**src/rtl/dmx_pkg.sv**
```systemverilog
// dmx_pkg: types and constants shared by the demux3_stream block.
//   dmx_state_t : occupancy of the two-entry buffer (EMPTY / BUSY / FULL)
//   SEL_*       : destination select encodings carried with each word
//   sel_onehot  : maps a legal select to a one-hot consumer vector
package dmx_pkg;

  typedef enum logic [1:0] {
    EMPTY = 2'd0,
    BUSY  = 2'd1,
    FULL  = 2'd2
  } dmx_state_t;

  localparam logic [1:0] SEL_OUT0    = 2'b00;
  localparam logic [1:0] SEL_OUT1    = 2'b01;
  localparam logic [1:0] SEL_OUT2    = 2'b10;
  localparam logic [1:0] SEL_ILLEGAL = 2'b11;

  // Only legal selects ever reach the main entry, so SEL_ILLEGAL is
  // mapped to zero rather than left undefined.
  function automatic logic [2:0] sel_onehot(input logic [1:0] sel);
    logic [2:0] oh;
    oh = 3'b000;
    case (sel)
      SEL_OUT0: oh = 3'b001;
      SEL_OUT1: oh = 3'b010;
      SEL_OUT2: oh = 3'b100;
      default:  oh = 3'b000;
    endcase
    return oh;
  endfunction

endpackage

```
**src/rtl/dmx_stats.sv**
```systemverilog
// dmx_stats: per-destination transfer counters plus an illegal-select drop
// counter for demux3_stream. All counters wrap modulo 2^CNT_W.
//   clk, rst_n         : clock, asynchronous active-low reset
//   clr                : synchronous clear of every counter
//   fire[2:0]          : one bit per consumer, high when that consumer transfers
//   drop               : an illegal-select word was accepted and discarded
//   stat_cnt0/1/2      : transfer counts for out0/out1/out2
//   stat_drop          : count of discarded illegal words
module dmx_stats #(
  parameter int CNT_W = 16
) (
  input  logic             clk,
  input  logic             rst_n,
  input  logic             clr,
  input  logic [2:0]       fire,
  input  logic             drop,
  output logic [CNT_W-1:0] stat_cnt0,
  output logic [CNT_W-1:0] stat_cnt1,
  output logic [CNT_W-1:0] stat_cnt2,
  output logic [CNT_W-1:0] stat_drop
);

  logic [CNT_W-1:0] cnt_q [3];
  logic [CNT_W-1:0] drop_q;

  genvar gi;
  generate
    for (gi = 0; gi < 3; gi++) begin : g_cnt
      always_ff @(posedge clk or negedge rst_n) begin
        if (!rst_n)        cnt_q[gi] <= '0;
        else if (clr)      cnt_q[gi] <= '0;
        else if (fire[gi]) cnt_q[gi] <= cnt_q[gi] + 1'b1;
      end
    end
  endgenerate

  always_ff @(posedge clk or negedge rst_n) begin
    if (!rst_n)    drop_q <= '0;
    else if (clr)  drop_q <= '0;
    else if (drop) drop_q <= drop_q + 1'b1;
  end

  assign stat_cnt0 = cnt_q[0];
  assign stat_cnt1 = cnt_q[1];
  assign stat_cnt2 = cnt_q[2];
  assign stat_drop = drop_q;

endmodule

```
**src/rtl/demux3_stream.sv**
```systemverilog
// demux3_stream: one-input, three-output valid/ready router. Each input word
// carries a 2-bit destination select and is presented to exactly one consumer.
// A main entry plus a skid entry give full throughput with a registered
// in_ready. Words leave in strict arrival order across all destinations.
//
// Ports:
//   clk, rst_n          : clock (rising edge), asynchronous active-low reset
//   in_valid/in_ready   : producer handshake (in_ready is registered)
//   in_data[NB], in_sel : producer word and destination (11 = illegal)
//   out_valid[3]        : one-hot or zero, one bit per consumer
//   out_ready[3]        : per-consumer ready
//   out_data[NB]        : shared data bus, valid where out_valid[i]=1
//   err, err_clr        : sticky illegal-select flag and its synchronous clear
//
// Optional build macro DEMUX3_STATS_EN adds stat_cnt0/1/2 and stat_drop
// (CNT_W bits each) via the dmx_stats counter bank.
`ifndef WORD_WIDTH
`define WORD_WIDTH 32
`endif

module demux3_stream
  import dmx_pkg::*;
#(
  parameter int NB    = `WORD_WIDTH,
  parameter int CNT_W = 16
) (
  input  logic             clk,
  input  logic             rst_n,
  input  logic             in_valid,
  output logic             in_ready,
  input  logic [NB-1:0]    in_data,
  input  logic [1:0]       in_sel,
  output logic [2:0]       out_valid,
  input  logic [2:0]       out_ready,
  output logic [NB-1:0]    out_data,
  output logic             err,
  input  logic             err_clr
`ifdef DEMUX3_STATS_EN
  ,
  output logic [CNT_W-1:0] stat_cnt0,
  output logic [CNT_W-1:0] stat_cnt1,
  output logic [CNT_W-1:0] stat_cnt2,
  output logic [CNT_W-1:0] stat_drop
`endif
);

  dmx_state_t    state_q, state_d;
  logic [NB-1:0] main_data_q, main_data_d;
  logic [NB-1:0] skid_data_q, skid_data_d;
  logic [1:0]    main_sel_q, main_sel_d;
  logic [1:0]    skid_sel_q, skid_sel_d;
  logic          in_ready_q;
  logic          err_q, err_d;

  logic          accept, illegal_acc, legal_acc, drain;
  logic [2:0]    fire;

  assign accept      = in_valid & in_ready_q;
  assign illegal_acc = accept & (in_sel == SEL_ILLEGAL);
  assign legal_acc   = accept & (in_sel != SEL_ILLEGAL);

  // Outputs decode only registered state, so there is no in->out path.
  assign out_valid = (state_q != EMPTY) ? sel_onehot(main_sel_q) : 3'b000;
  assign out_data  = main_data_q;
  assign fire      = out_valid & out_ready;
  assign drain     = |fire;
  assign in_ready  = in_ready_q;
  assign err       = err_q;

  always_comb begin
    state_d     = state_q;
    main_data_d = main_data_q;
    main_sel_d  = main_sel_q;
    skid_data_d = skid_data_q;
    skid_sel_d  = skid_sel_q;
    case (state_q)
      EMPTY: begin
        if (legal_acc) begin
          state_d     = BUSY;
          main_data_d = in_data;
          main_sel_d  = in_sel;
        end
      end
      BUSY: begin
        if (legal_acc && !drain) begin
          state_d     = FULL;
          skid_data_d = in_data;
          skid_sel_d  = in_sel;
        end else if (legal_acc && drain) begin
          main_data_d = in_data;
          main_sel_d  = in_sel;
        end else if (drain) begin
          // Also covers an illegal accept coinciding with a drain: the
          // illegal word is dropped and the head still leaves.
          state_d = EMPTY;
        end
      end
      FULL: begin
        if (drain) begin
          state_d     = BUSY;
          main_data_d = skid_data_q;
          main_sel_d  = skid_sel_q;
        end
      end
      default: state_d = EMPTY;
    endcase
  end

  // Set wins over clear when an illegal accept meets err_clr.
  always_comb begin
    err_d = err_q;
    if (illegal_acc)  err_d = 1'b1;
    else if (err_clr) err_d = 1'b0;
  end

  always_ff @(posedge clk or negedge rst_n) begin
    if (!rst_n) begin
      state_q     <= EMPTY;
      main_data_q <= '0;
      main_sel_q  <= SEL_OUT0;
      skid_data_q <= '0;
      skid_sel_q  <= SEL_OUT0;
      in_ready_q  <= 1'b0;
      err_q       <= 1'b0;
    end else begin
      state_q     <= state_d;
      main_data_q <= main_data_d;
      main_sel_q  <= main_sel_d;
      skid_data_q <= skid_data_d;
      skid_sel_q  <= skid_sel_d;
      in_ready_q  <= (state_d != FULL);
      err_q       <= err_d;
    end
  end

`ifdef DEMUX3_STATS_EN
  dmx_stats #(.CNT_W(CNT_W)) u_stats (
    .clk       (clk),
    .rst_n     (rst_n),
    .clr       (err_clr),
    .fire      (fire),
    .drop      (illegal_acc),
    .stat_cnt0 (stat_cnt0),
    .stat_cnt1 (stat_cnt1),
    .stat_cnt2 (stat_cnt2),
    .stat_drop (stat_drop)
  );
`endif

`ifndef SYNTHESIS
  a_onehot0 : assert property (@(posedge clk) disable iff (!rst_n) $onehot0(out_valid))
    else $error("demux3_stream: out_valid not one-hot or zero: %b", out_valid);
`endif

endmodule

```
**config.mk**
```make
export PLATFORM = sky130hd
export DESIGN_NAME = demux3_stream
export DESIGN_NICKNAME = d
export VERILOG_FILES = /design/src/rtl/dmx_pkg.sv /design/src/rtl/dmx_stats.sv /design/src/rtl/demux3_stream.sv
export SDC_FILE = /design/constraint.sdc
export NUM_CORES = 1
export LEC_CHECK = 0
export CAP_MARGIN = 20
export CORE_UTILIZATION = 50
export DETAILED_ROUTE_END_ITERATION = 10
export PLACE_DENSITY = 0.8
export SLEW_MARGIN = 5
export SYNTH_ARGS = -nofsm -noshare
export SYNTH_HDL_FRONTEND = slang
export SYNTH_SLANG_ARGS = --single-unit
```
**constraint.sdc**
```tcl
create_clock -name clk -period 5.4 [get_ports clk]
set_input_delay 0.54 -clock clk [delete_from_list [all_inputs] [get_ports clk]]
set_output_delay 0.54 -clock clk [all_outputs]
set_load 0.1 [all_outputs]
```
==> results of run 1 <==
[state kept, by name, indices dropped and copies added (netlist names)]
name,count
err,1
in_ready,1
main_sel_q,2
out_data,32
skid_data_q,32
skid_sel_q,2
state_q,2
[cell usage after synthesis]
cell type | number | area [um2]
a21oi_1 | 3 | 15.0
dfrtp_1 | 72 | 1800
nand2_1 | 4 | 15.0
mux2_2 | 101 | 1140
buf_2 | 1 | 5.00
nand3_1 | 1 | 5.00
clkbuf_1 | 2 | 7.51
nor2_2 | 1 | 6.26
mux2_1 | 1 | 11.3
buf_1 | 1 | 3.75
or2_2 | 1 | 6.26
o211ai_1 | 1 | 7.51
nor3_1 | 1 | 5.00
nor2b_1 | 2 | 12.5
nor3b_1 | 4 | 30.0
clkbuf_8 | 3 | 41.3
inv_1 | 1 | 3.75
mux2i_1 | 1 | 10.0
nor2_1 | 1 | 3.75
nand3b_1 | 2 | 15.0
buf_4 | 1 | 7.51
a22oi_1 | 1 | 7.51
o22ai_2 | 1 | 12.5
o21ai_1 | 1 | 5.00
o22ai_1 | 1 | 6.26
buf_6 | 3 | 33.8
nor4b_4 | 1 | 23.8
[layer usage]
metal  GRT usage, %  vias up  share of wire, %
met2           31.6       46                49
met4           8.79        0               2.0
met3           3.63       11               3.9
met1           23.9      972                45
met5              0        -                 0
li1               -      925                 -
[worst paths after layout]
path                                               end  slack [ns]  depth (start not counted)
min in group clk           skid_data_q[24]$_DFFE_PN0P_        0.49                          1
max                                       out_valid[1]        2.64                          3
min                           out_data[27]$_DFFE_PN0P_        0.41                          2
max in group asynchronous     out_data[14]$_DFFE_PN0P_        4.40                          2
min reg2reg                skid_data_q[24]$_DFFE_PN0P_        0.49                          1
max reg2reg                    out_data[4]$_DFFE_PN0P_        3.14                          4
[through the flow]
step	instance area (um2)	instances	util (%)	worst slack, ns
global placement	4040	357	66.2	2.88
CTS	4220	373	69.2	2.62
floorplan	3240	213	-	2.16
finish	4220	373	69.2	2.64
detailed placement	4040	357	66.2	2.84
global route	4220	373	69.2	2.56
[worst max-delay path: stages, from the launching register on]
cell             delay [ns]
dfrtp_1                0.42
nor2_2                 0.11
nor3b_1                0.20
clkdlybuf4s50_1        1.16
[kinds of logic after synthesis]
group	Yosys count	share of synthesized area, %
buf+inv	12	3.17
flops	72	55.6
compound gates	8	1.66
mux	103	35.8
simple gates	18	3.78
[cell type report]
class / count / area [um2]
fill: 459 / 1880
sequential: 72 / 1800
multi-input combinational: 129 / 1350
timing repair buffer: 80 / 788
clock buffer: 12 / 135
tap: 75 / 93.8
clock inverter: 4 / 45.0
inverter: 1 / 3.75
==> flow_results.org, run 1 <==
** Floorplan
- Starting density of the core :: 53.1%
- Core Box Area :: 6100 um2
- Number of top-level design ports :: a little under 80
- Die boundary width :: 82.5 um
- Die Y-Extent :: ~82 um
- The floorplan step defined a die boundary enclosing 6800 um2.
- Site row count :: 28

** Clocking
- TritonCTS built the clock tree.
- Count of buffers added by post-CTS timing repair for setup :: 0
- Cts repair resizes :: 0
- Clock net sink count :: between 70 and 80
- Number of H-tree branching levels :: 3
- For the worst-skew pair, the clock arrives at the later sink with an insertion delay of around 0.34 ns.
- The clock passes through at most 2 buffers.
- Clock-pin slew was measured on the worst setup and hold paths at 0.07 ns.
- Buffers inserted during clock tree synthesis total 9.
- The number of hold buffers added after CTS was 0.
- Clock root buffer :: clkbuf_8

** STA
- At the pin with the least slew margin, the transition time is 1.11 ns.
- Derived from the worst setup path, the maximum achievable clock frequency is roughly 360 MHz.
- Final setup TNS :: 0 ns
- Post-Route Hold Slack :: 0.412 ns
- The count of final hold-check violations came to 0.
- Worst Clk Skew :: about 0.0077 ns
- The worst path needs about 2.8 ns of the cycle, external delays included.
- Final clock period utilization by the worst path :: between 50% and 60%
- Setup repair after global routing left no endpoint under its margin.
- The number of max-slew violations in the final report was 0.
- In this run the tightest slew margin relative to its limit is a little over a quarter.
- Setup violations remaining at the end of the flow were counted as 0.

** Routing
- The detailed router finished its first iteration with 68 violations.
- WL per Instance :: about 16 um
- Router iterations before antenna repair :: 4
- Final routed wirelength across all metal layers :: between 5000 and 6000 um
- Using the TritonRoute via totals, the vias-per-cell ratio works out to between 5 and 6.
- In the routed design, unresolved DRC markers number 0.
- Via total after detailed routing :: a little under 2000
- The count of nets left with antenna violations once routing finished came out at 0.

** GRT
- Global routing consumed, over all layers together, a little under a fifth of the routing resources.
- Number of global-route vias before repair :: roughly 2000
- First-pass GRT wire length :: 9470 um
- Maximum number of pins on one net before global-route repair :: between 70 and 80
- Antenna violations before repair :: 0
- For this run the aggregate overflow at the end of global routing stands at 0.

** Worst setup path
- Startpoint of the worst register-to-register path :: state_q[1]$_DFF_PN0_
- CP Data Arrival Time :: 2.22 ns
- Kind of critical path :: reg -> out
- The worst setup path is launched from a flip-flop.
- Crit. Startpoint :: state_q[0]$_DFF_PN0_
- Crit. End Element :: output port
- At the worst endpoint, the required time is 4.86 ns.
- Critical path peak fanout :: 6

** Synthesis
- Each instance of the synthesized netlist takes up on average roughly 15 um2.
- After synthesis the cells add up to 3240 um2.
- Count of mapped cells out of synthesis :: ~210
- Number of flip-flops and latches in the synthesized netlist :: a little over 70
- Number of warning messages in the yosys log :: 0
- The share of the Yosys chip area taken by registers is a little under three fifths.
- Number of unique standard cell types used by synthesis :: 27
- When the netlist entered floorplanning its net count stood at between 200 and 300.

** Cells and area
- In the final layout, the share of cells above drive strength 1 is approximately two fifths.
- The area growth from synthesis to layout is 30.2%.
- Number of nets in the layout :: ~330
- Commonest non-fill, non-tap cell in the layout :: mux2_2
- Leaving out fill and tap cells, the most frequent cells in the layout are 101 x mux2_2, 76 x clkdlybuf4s50_1, 72 x dfrtp_1.
- The number of antenna diodes in the final layout is 0.

** Placed design
- Summed over all nets, the half-perimeter wirelength after detailed placement is between 3000 and 4000 um.
- Count of input and output buffers :: a little under 80
- Final RePlAce weighted congestion :: 0.705

** Job
- Maximum Capacitance Violations :: 0

** Run status
- The run finished with clean final reports.

** Worst hold path
- The path class of the tightest hold or removal check is in -> async.
Power of run 1 is not shown: default switching activity piles up to over one toggle a cycle in this logic, so the estimate is an artifact.
==> run 2, diff against run 1 <==
- CORE_UTILIZATION: 50 -> 49
- PLACE_DENSITY: 0.8 -> 0.79
- clock period: 5.4 -> 2.76 ns (I/O delays scaled with it)
==> run 2 against run 1 <==
Sequential share of layout area is 0.23 points lower. Flip-flop and latch count is the same. Hold slack lost 0.39 ns. Routed wire length shrank 0.66%. Non-clock buffer count rose by 1. Via count is 1.4% higher. Cell area up 0.53%. Utilization is 2.4 points lower. Count of clock-buffer cells in the layout decreased by 2. Global-route usage fell by 0.53 points.
==> flow_results.org, run 2 (synthesis results as in run 1) <==
** Routing
- Via total after detailed routing :: 1982
- Per-cell via count in the routed design :: ~5.3
- WL per Instance :: around 16 um
- The count of nets left with antenna violations once routing finished came out at 0.
- After detailed routing, the total wire length is 5850 um.
- Router iterations before antenna repair :: 4
- DRC marker count from the first detailed-route iteration :: approximately 80
- In the routed design, unresolved DRC markers number 0.

** Placed design
- At the end of routability-driven placement, the weighted congestion stood at 0.804.
- Detailed placer's ending HPWL :: 3910 um
- Count of input and output buffers :: 77

** Clocking
- After clock tree synthesis, the clock-pin slew on the worst setup and hold paths is around 0.07 ns.
- The cell sitting at the root of the clock tree is a clkbuf_8.
- The clock net in this run drives a total of between 70 and 80 sinks.
- Count of buffers added by post-CTS timing repair for setup :: 0
- Worst-Skew Late Latency :: about 0.33 ns
- The number of gates resized after CTS was 0.
- Number of hold buffers added after CTS :: 0
- Clock tree synthesis inserted a total of 9 buffers.
- The H-tree was split into 3 levels.
- TritonCTS built the clock tree.
- The longest clock path from root to sink contains 2 buffers.

** Worst setup path
- Data on the critical path is required at its endpoint by 2.97 ns.
- In this run the register-to-register setup slack is between 0.5 and 0.6 ns.
- Slowest library cell on the worst path :: o22ai_4
- The endpoint identified for the worst register-to-register timing path is out_data[26]$_DFFE_PN0P_.
- CP Data Arrival Time :: ~2.4 ns
- The critical path goes through mux2i_1 -> o21ai_1 -> o22ai_4 -> buf_12 -> mux2_2.
- Crit-path max cell delay :: 0.59 ns
- Along the worst path, the maximum fanout reaches 19.
- Startpoint of the worst register-to-register path :: main_sel_q[0]$_DFFE_PN0P_
- Register-to-Register Path Depth :: 5
- Crit. End Element :: flip-flop
- STA classifies the critical path startpoint as a flip-flop.
- The critical path is of the reg -> reg type.

** Floorplan
- Site row count :: 29
- Die boundary width :: 83.3 um
- The die covers 6940 um2.
- Starting density of the core :: between 50% and 60%
- The total area inside the core boundary comes to approximately 6300 um2.
- Number of top-level design ports :: 78
- Die Y-Extent :: between 80 and 90 um

** STA
- Setup violations remaining at the end of the flow were counted as 0.
- Final setup TNS :: 0 ns
- Setup repair after global routing left no endpoint under its margin.
- Shortest period the worst path allows :: around 2.2 ns
- The worst path uses slightly below 80% of the clock period.
- The count of final hold-check violations came to 0.
- Worst Clk Skew :: 0.00822 ns
- Highest clock rate :: 456 MHz
- Slew HR :: 47.7%
- Actual slew at the worst max-slew pin :: a little under 0.8 ns
- Total count of max-transition violations in the final report :: 0

** Job
- Max-cap violations in this run came to 0.

** Cells and area
- The repair_antennas step left the layout with diodes totalling 0.
- Share of cells above drive strength 1 :: between 50% and 60%
- Commonest non-fill, non-tap cell in the layout :: mux2_2
- Area added between synthesis and finish :: 30.9%
- In the layout the commonest cells are 101 x mux2_2, 72 x dfrtp_1, 39 x clkdlybuf4s50_1.
- Number of nets in the layout :: around 340
- The layout has 482 filler cells.
- Sequential standard cell area :: ~1800 um2
- In the final layout, the multi-input gates occupy 1370 um2.

** Worst hold path
- Class of the tightest hold or removal check :: in -> async

** GRT
- Global routing used 18.4% of the available tracks.
- Maximum number of pins on one net before global-route repair :: 39
- Overflow after GRT :: 0
- First-pass GRT wire length :: 10000 um
- Number of global-route vias before repair :: 2095
- Antenna violations before repair :: 0

** Run status
- Result of the run :: finished clean
run 2: changes by cell type in the layout (fill, tap and decap cells not counted), moves of 2 or more:
cell,delta
buf_12,+4
nor3b_1,-2
clkbuf_1,-3
nor3b_2,+2
clkdlybuf4s50_1,-37
buf_4,+34
run 2: critical path: cells and delay by family (launching register included):
| family | cells | cell delay, ns |
|---|---|---|
| AOI/OAI and AO/OA | 2 | 0.77 |
| muxes | 2 | 0.56 |
| DFF | 1 | 0.49 |
| buffers and inverters | 1 | 0.25 |
run 2: how the worst max path moves through the flow:
stage                               from  slack (ns)                     endpoint  cells after the start
2_1_floorplan         in_ready$_DFF_PN0_        0.37  skid_data_q[20]$_DFFE_PN0P_                      4
3_3_place_gp                out_ready[1]        0.44     out_data[28]$_DFFE_PN0P_                      6
3_5_place_dp                   in_sel[1]        0.39     out_data[24]$_DFFE_PN0P_                      6
4_1_cts        main_sel_q[0]$_DFFE_PN0P_        0.54     out_data[26]$_DFFE_PN0P_                      5
5_1_grt        main_sel_q[0]$_DFFE_PN0P_        0.42     out_data[27]$_DFFE_PN0P_                      5
6_report       main_sel_q[0]$_DFFE_PN0P_        0.57     out_data[26]$_DFFE_PN0P_                      5
run 2: area by class of cell:
cell class	count	area share, %
Sequential cell	72	42.5
Clock inverter	6	1.95
Inverter	1	0.0885
Clock buffer	10	3.25
Multi-Input combinational cell	129	32.2
Tap cell	77	2.27
Timing Repair Buffer	81	17.8
run 2: metal layers:
metal / routed length [um] / GRT usage [%] / vias up
met3: 189 / 3.28 / 9
li1: - / - / 927
met4: 104 / 9.09 / 0
met5: 0 / 0 / -
met2: 3010 / 30.8 / 49
met1: 2540 / 23.1 / 997
run 2: per-stage QoR:
step	utilization [%]	cell area, um2	worst slack [ns]	instances	hold WS [ns]
floorplan	-	3250	0.372	213	-0.0196
global placement	63.3	4020	0.441	360	0.404
detailed placement	63.3	4020	0.390	360	0.405
CTS	66.8	4240	0.543	376	0.0428
global route	66.8	4240	0.420	376	0.0828
finish	66.8	4240	0.566	376	0.0183
Power of run 2 is left out for the same reason.
